==> src/rtl/jk_ctrl_pkg.sv <==
// Shared constants for the JK counter controller: FSM state codes and the
// two-bit {J,K} codes understood by a single JK cell.
package jk_ctrl_pkg;

    localparam logic [1:0] ST_IDLE  = 2'd0;
    localparam logic [1:0] ST_RUN   = 2'd1;
    localparam logic [1:0] ST_PAUSE = 2'd2;

    localparam logic [1:0] JK_HOLD   = 2'b00;
    localparam logic [1:0] JK_RESET  = 2'b01;
    localparam logic [1:0] JK_SET    = 2'b10;
    localparam logic [1:0] JK_TOGGLE = 2'b11;

endpackage

==> src/rtl/jk_cell.sv <==
// One JK flip-flop cell: rising-edge, asynchronous active-high Clear,
// complementary Q/Qb outputs.
module jk_cell
    import jk_ctrl_pkg::*;
(
    input  logic clk,
    input  logic Clear,
    input  logic j,
    input  logic k,
    output logic q,
    output logic qb
);

    // Classic JK behaviour: hold, reset, set or toggle on each clock edge.
    always_ff @(posedge clk or posedge Clear) begin
        if (Clear) begin
            q <= 1'b0;
        end else begin
            case ({j, k})
                JK_HOLD:   q <= q;
                JK_RESET:  q <= 1'b0;
                JK_SET:    q <= 1'b1;
                JK_TOGGLE: q <= ~q;
                default:   q <= q;
            endcase
        end
    end

    assign qb = ~q;

endmodule

==> src/rtl/jk_counter_ctrl.sv <==
// Programmable up/down modulo-N counter built from WIDTH JK cells.
// The controller owns the tick divider, the run/pause FSM and the per-bit
// J/K vectors; the cells hold the count itself.
module jk_counter_ctrl
    import jk_ctrl_pkg::*;
#(
    parameter int WIDTH   = 4,
    parameter int CLK_HZ  = 50000000,
    parameter int TICK_HZ = 1
) (
    input  logic             clk,
    input  logic             Clear,
    input  logic             start,
    input  logic             stop,
    input  logic             up_dn,
    input  logic             load,
    input  logic [WIDTH-1:0] load_val,
    input  logic [WIDTH-1:0] modulus,
    output logic [WIDTH-1:0] q,
    output logic [WIDTH-1:0] qb,
    output logic             tick,
    output logic             tc,
    output logic             busy
);

    localparam int unsigned DIV = CLK_HZ / TICK_HZ;
    localparam int unsigned DW  = $clog2(DIV);
    localparam logic [DW-1:0] DIV_LAST = DW'(DIV - 1);

    logic [1:0]       state;
    logic [1:0]       state_nx;
    logic [DW-1:0]    div_cnt;
    logic             step;
    logic             wrap;
    logic [WIDTH-1:0] j_v;
    logic [WIDTH-1:0] k_v;

    assign tick = (state == ST_RUN) && (div_cnt == DIV_LAST);
    assign step = tick && !load;
    assign wrap = up_dn ? (q >= modulus) : (q == '0);

    // Run/pause sequencing; stop dominates start while running or paused.
    always_comb begin
        state_nx = state;
        case (state)
            ST_IDLE:  if (start)          state_nx = ST_RUN;
            ST_RUN:   if (stop)           state_nx = ST_PAUSE;
            ST_PAUSE: if (start && !stop) state_nx = ST_RUN;
            default:                      state_nx = ST_IDLE;
        endcase
    end

    // FSM, busy flag, tick divider and registered terminal-count strobe.
    always_ff @(posedge clk or posedge Clear) begin
        if (Clear) begin
            state   <= ST_IDLE;
            busy    <= 1'b0;
            div_cnt <= '0;
            tc      <= 1'b0;
        end else begin
            state <= state_nx;
            busy  <= (state_nx == ST_RUN);
            if (state != ST_RUN && state_nx == ST_RUN) begin
                div_cnt <= '0;
            end else if (state == ST_RUN) begin
                div_cnt <= tick ? '0 : div_cnt + 1'b1;
            end
            tc <= step && wrap;
        end
    end

    // J/K vectors: load forces each bit, a step toggles the carry/borrow
    // chain, a wrap forces zero (up) or the modulus (down); otherwise hold.
    always_comb begin
        logic chain;
        j_v   = '0;
        k_v   = '0;
        chain = 1'b1;
        if (load) begin
            j_v = load_val;
            k_v = ~load_val;
        end else if (step) begin
            if (up_dn && !wrap) begin
                for (int unsigned i = 0; i < WIDTH; i++) begin
                    j_v[i] = chain;
                    k_v[i] = chain;
                    chain  = chain & q[i];
                end
            end else if (up_dn) begin
                k_v = '1;
            end else if (!wrap) begin
                for (int unsigned i = 0; i < WIDTH; i++) begin
                    j_v[i] = chain;
                    k_v[i] = chain;
                    chain  = chain & ~q[i];
                end
            end else begin
                j_v = modulus;
                k_v = ~modulus;
            end
        end
    end

    for (genvar g = 0; g < WIDTH; g++) begin : g_cell
        jk_cell u_cell (
            .clk   (clk),
            .Clear (Clear),
            .j     (j_v[g]),
            .k     (k_v[g]),
            .q     (q[g]),
            .qb    (qb[g])
        );
    end

endmodule

==> config.mk <==
export PLATFORM = sky130hd
export DESIGN_NAME = jk_counter_ctrl
export DESIGN_NICKNAME = d
export VERILOG_FILES = /design/src/rtl/jk_ctrl_pkg.sv /design/src/rtl/jk_cell.sv /design/src/rtl/jk_counter_ctrl.sv
export SDC_FILE = /design/constraint.sdc
export NUM_CORES = 1
export LEC_CHECK = 0
export BUFFER_PORTS_ARGS = -buffer_cell sky130_fd_sc_hd__buf_2
export CAP_MARGIN = 25
export CORE_UTILIZATION = 54
export CTS_BUF_LIST = sky130_fd_sc_hd__clkbuf_2
export DETAILED_ROUTE_END_ITERATION = 6
export PLACE_DENSITY_LB_ADDON = 0.3
export SYNTH_ARGS = -nofsm -noshare
export SYNTH_HDL_FRONTEND = slang
export SYNTH_HIERARCHICAL = 1
export SYNTH_SLANG_ARGS = --single-unit
==> constraint.sdc <==
create_clock -name clk -period 2.7 [get_ports clk]
set_clock_uncertainty 0.2 [all_clocks]
set_input_delay 0.135 -clock clk [delete_from_list [all_inputs] [get_ports clk]]
set_output_delay 0.135 -clock clk [all_outputs]
set_load 0.005 [all_outputs]
==> reports/metrics.yaml <==
run_status:
  status: "completed"
grt:
  grt_use_total_pct: 25.2
  grt_pass1_vias: 1784
  grt_max_degree: 31
  grt_overflow: 0
  grt_antenna_before_repair: 0
  grt_pass1_wl_um: 7850
final_layout:
  drive_gt1_share_pct: 17.1
  layout.cells.non_filler: 327
  fin_nets: 301
  syn2layout_area_growth_pct: 17.3
  design_area_mm2: 0.00240
  antenna_cells: 0
  num-fill-cells: 285
synthesis:
  synth.area.top_cells: "dfrtp_1, nor2_1, xor2_1"
  yosysTopAreaCell: "dfrtp_1"
  synthesis.area_mm2: 0.00204
  ys_warn_count: 6
  async_flop_share_pct: 100
  netlist_instances: 239
  synth_top_area_share_pct: 41.6
  synth_seq_area_share_pct: 41.6
  ys.flop_type: "dfrtp_1"
  syn-num-nets: 258
  synth_seq_cells: 34
  synth-edff-count: 0
  synth_cell_type_count: 45
  avgSynthCellArea_um2: 8.55
cts:
  clkLatencyLatePin_ns: 0.38
  cts_root_buffer: "clkbuf_2"
  numClockSinks: 34
  cts_inserted_buffers: 5
  clk_pin_slew_ns: 0.16
  htree_levels: 2
  clockBufferDepth: 2
  post-cts-setup-buffer-count: 0
  cts_tree: "done"
critical_path:
  worstPathArrival_ns: 2.51
  crit_path_end_kind: "flip-flop"
  cpMaxStageDelayCell: "or3_1"
  r2r-end: "g_cell[0].u_cell/q"
  required_ns: 2.76
  crit_start: "state[1]"
  rr_worst_depth: 6
  critPathMaxFanout: 6
  crit_chain: "nand2b_1 -> or3_4 -> or3_1 -> a311o_1 -> o21ai_2 -> a21oi_1"
  reg2reg_setup_slack_ns: 0.25
  worstSetupStartpointType: "flip-flop"
  max_stage_delay_ns: 0.51
  r2r-start: "state[1]"
  path_class: "reg -> reg"
job:
  max_cap_violations: 0
placement:
  dpl.hpwl_um: 3200
  gp_congestion: 0.921
  postPlaceCellArea_mm2: 0.00226
  dp.cells: 311
  preCtsSetupSlack_ns: 0.168
  io_buffers: 24
routing:
  viasPerCell: 5.70
  route.detailed.drc: 0
  dr_total_vias: 1864
  postRouteAntennaNets: 0
  wl_um: 4650
  drt_iter0_markers: 189
  wire_per_inst_um: 14.2
  drt_first_pass_iters: 4
timing:
  fmax_ghz: 0.408
  slew_viol_final: 0
  setup_violations: 0
  fin_ws_ns: 0.247
  hold_viol_final: 0
  min_period_over_period_pct: 90.8
  worst_pin_slew_ns: 0.665
  setup_tns_ns: 0
  max-slew-margin-rel_pct: 55.4
  period_minus_slack_ns: 2.45
  rsz0062_at_grt: "no"
worst_hold_path:
  whs_path_depth: 5
  hold_path.class: "in -> reg"
  min_to: "g_cell[2].u_cell/q"
  min_from: "modulus[2]"
power:
  total_power_mw: 1.24
  power.density_mw_per_mm2: 519
  ir_drop_v: 0.000301
  p_leak_nw: 1.10
die:
  die_x_um: 63.5
  initial_utilization_pct: 58.9
  floorplan.rows: 21
  num_io_pins: 25
  dieArea_mm2: 0.00404
  core_mm2: 0.00347
  die_h_um: 63.5
[cell usage after synthesis (5+ instances only)]
cell       n
a21oi_1   10
clkbuf_1   5
dfrtp_1   34
ha_1       5
inv_1     20
nand2_1   21
nand3_1    8
nand4_1    6
nor2_1    36
nor3_1     8
nor4_1     6
o21ai_0    9
or3_1      5
xnor2_1    9
xor2_1    11
[worst max path at each step]
| stage | endpoint | slack, ns | cells past startpoint |
|---|---|---|---|
| 4_1_cts | g_cell[0].u_cell/q | 0.14 | 9 |
| 2_1_floorplan | g_cell[0].u_cell/q | 0.06 | 10 |
| 3_3_place_gp | g_cell[0].u_cell/q | 0.27 | 9 |
| 6_report | g_cell[0].u_cell/q | 0.25 | 6 |
| 5_1_grt | g_cell[0].u_cell/q | 0.1 | 9 |
| 3_5_place_dp | g_cell[0].u_cell/q | 0.17 | 9 |
[cells by family after synthesis]
kind of cell             count (synthesis)  share of synthesized area, %
flip-flops                              34                          41.6
AO/OA/AOI/OAI                           46                          15.2
AND/OR/NAND/NOR                        107                          26.5
XOR/XNOR                                20                          8.57
buffers and inverters                   27                          5.02
adder cells (fa/ha/maj)                  5                          3.06
[metrics by stage]
step | utilization (%) | hold WS (ns)
6_report | 69.1 | 0.0176
5_1_grt | 69.1 | 0.0461
4_1_cts | 69.0 | 0.000528
3_5_place_dp | 65.3 | -0.175
3_3_place_gp | 65.3 | -0.179
2_1_floorplan | - | -0.336
[worst max-delay path: cells and delay by family, from the launching register on]
kind | cells | cell delay (ns)
compound gates | 3 | 0.51
flops | 1 | 0.45
simple gates | 3 | 1.19
[power by group]
group | leakage (nW) | internal (mW) | total [mW] | switching (mW)
registers | 0.458 | 0.565 | 0.623 | 0.0580
clock network | 0.0223 | 0.0514 | 0.209 | 0.158
logic | 0.620 | 0.173 | 0.411 | 0.238
[metal layers]
metal | GRT usage, % | vias up | part of all wire [%]
met4 | 10.5 | 0 | 1.5
met2 | 39.0 | 57 | 47
li1 | - | 922 | -
met3 | 5.80 | 9 | 4.5
met1 | 33.6 | 876 | 46
met5 | 0 | - | 0
[state kept, by name, indices dropped and copies added, names as in the netlist]
name and cells:
div_cnt 26, g_cell.u_cell/q 4, state 2, busy 1, tc 1
[cell type report]
class / instances / area, µm² / area share, %
tap: 46 / 57.6 / 2.40
clock buffer: 5 / 25.0 / 1.04
timing repair buffer: 43 / 288 / 12.0
inverter: 20 / 75.1 / 3.13
sequential: 34 / 851 / 35.5
multi-input combinational: 178 / 1100 / 45.8
clock inverter: 1 / 3.75 / 0.157
[cells in the final DEF (no fill, tap or decap), types with 2 or more instances in the layout]
| master | n |
|---|---|
| nor2_1 | 36 |
| dfrtp_1 | 34 |
| buf_2 | 24 |
| nand2_1 | 21 |
| inv_1 | 20 |
| xor2_1 | 11 |
| a21oi_1 | 10 |
| dlygate4sd3_1 | 10 |
| xnor2_1 | 9 |
| o21ai_0 | 9 |
| buf_4 | 9 |
| nand3_1 | 8 |
| nor3_1 | 8 |
| nand4_1 | 6 |
| nor4_1 | 6 |
| or3_1 | 5 |
| ha_1 | 5 |
| clkbuf_2 | 5 |
| a31oi_1 | 4 |
| o22ai_1 | 4 |
| and3_1 | 3 |
| nand2b_1 | 2 |
| nor4bb_1 | 2 |
| o21a_1 | 2 |
| and4_1 | 2 |
| a2111oi_2 | 2 |
| a22oi_1 | 2 |
| or2_2 | 2 |
| o31ai_1 | 2 |
| a211oi_1 | 2 |
[what timing repair did]
| action | in CTS | in global routing |
|---|---|---|
| endpoints found under the hold margin | 43 | 0 |
| gates resized for setup | 0 | 1 |
| hold buffers | 10 | 0 |
| setup endpoints to repair | 0 | 1 |
No activity file was read; power rests on OpenSTA's default activity.
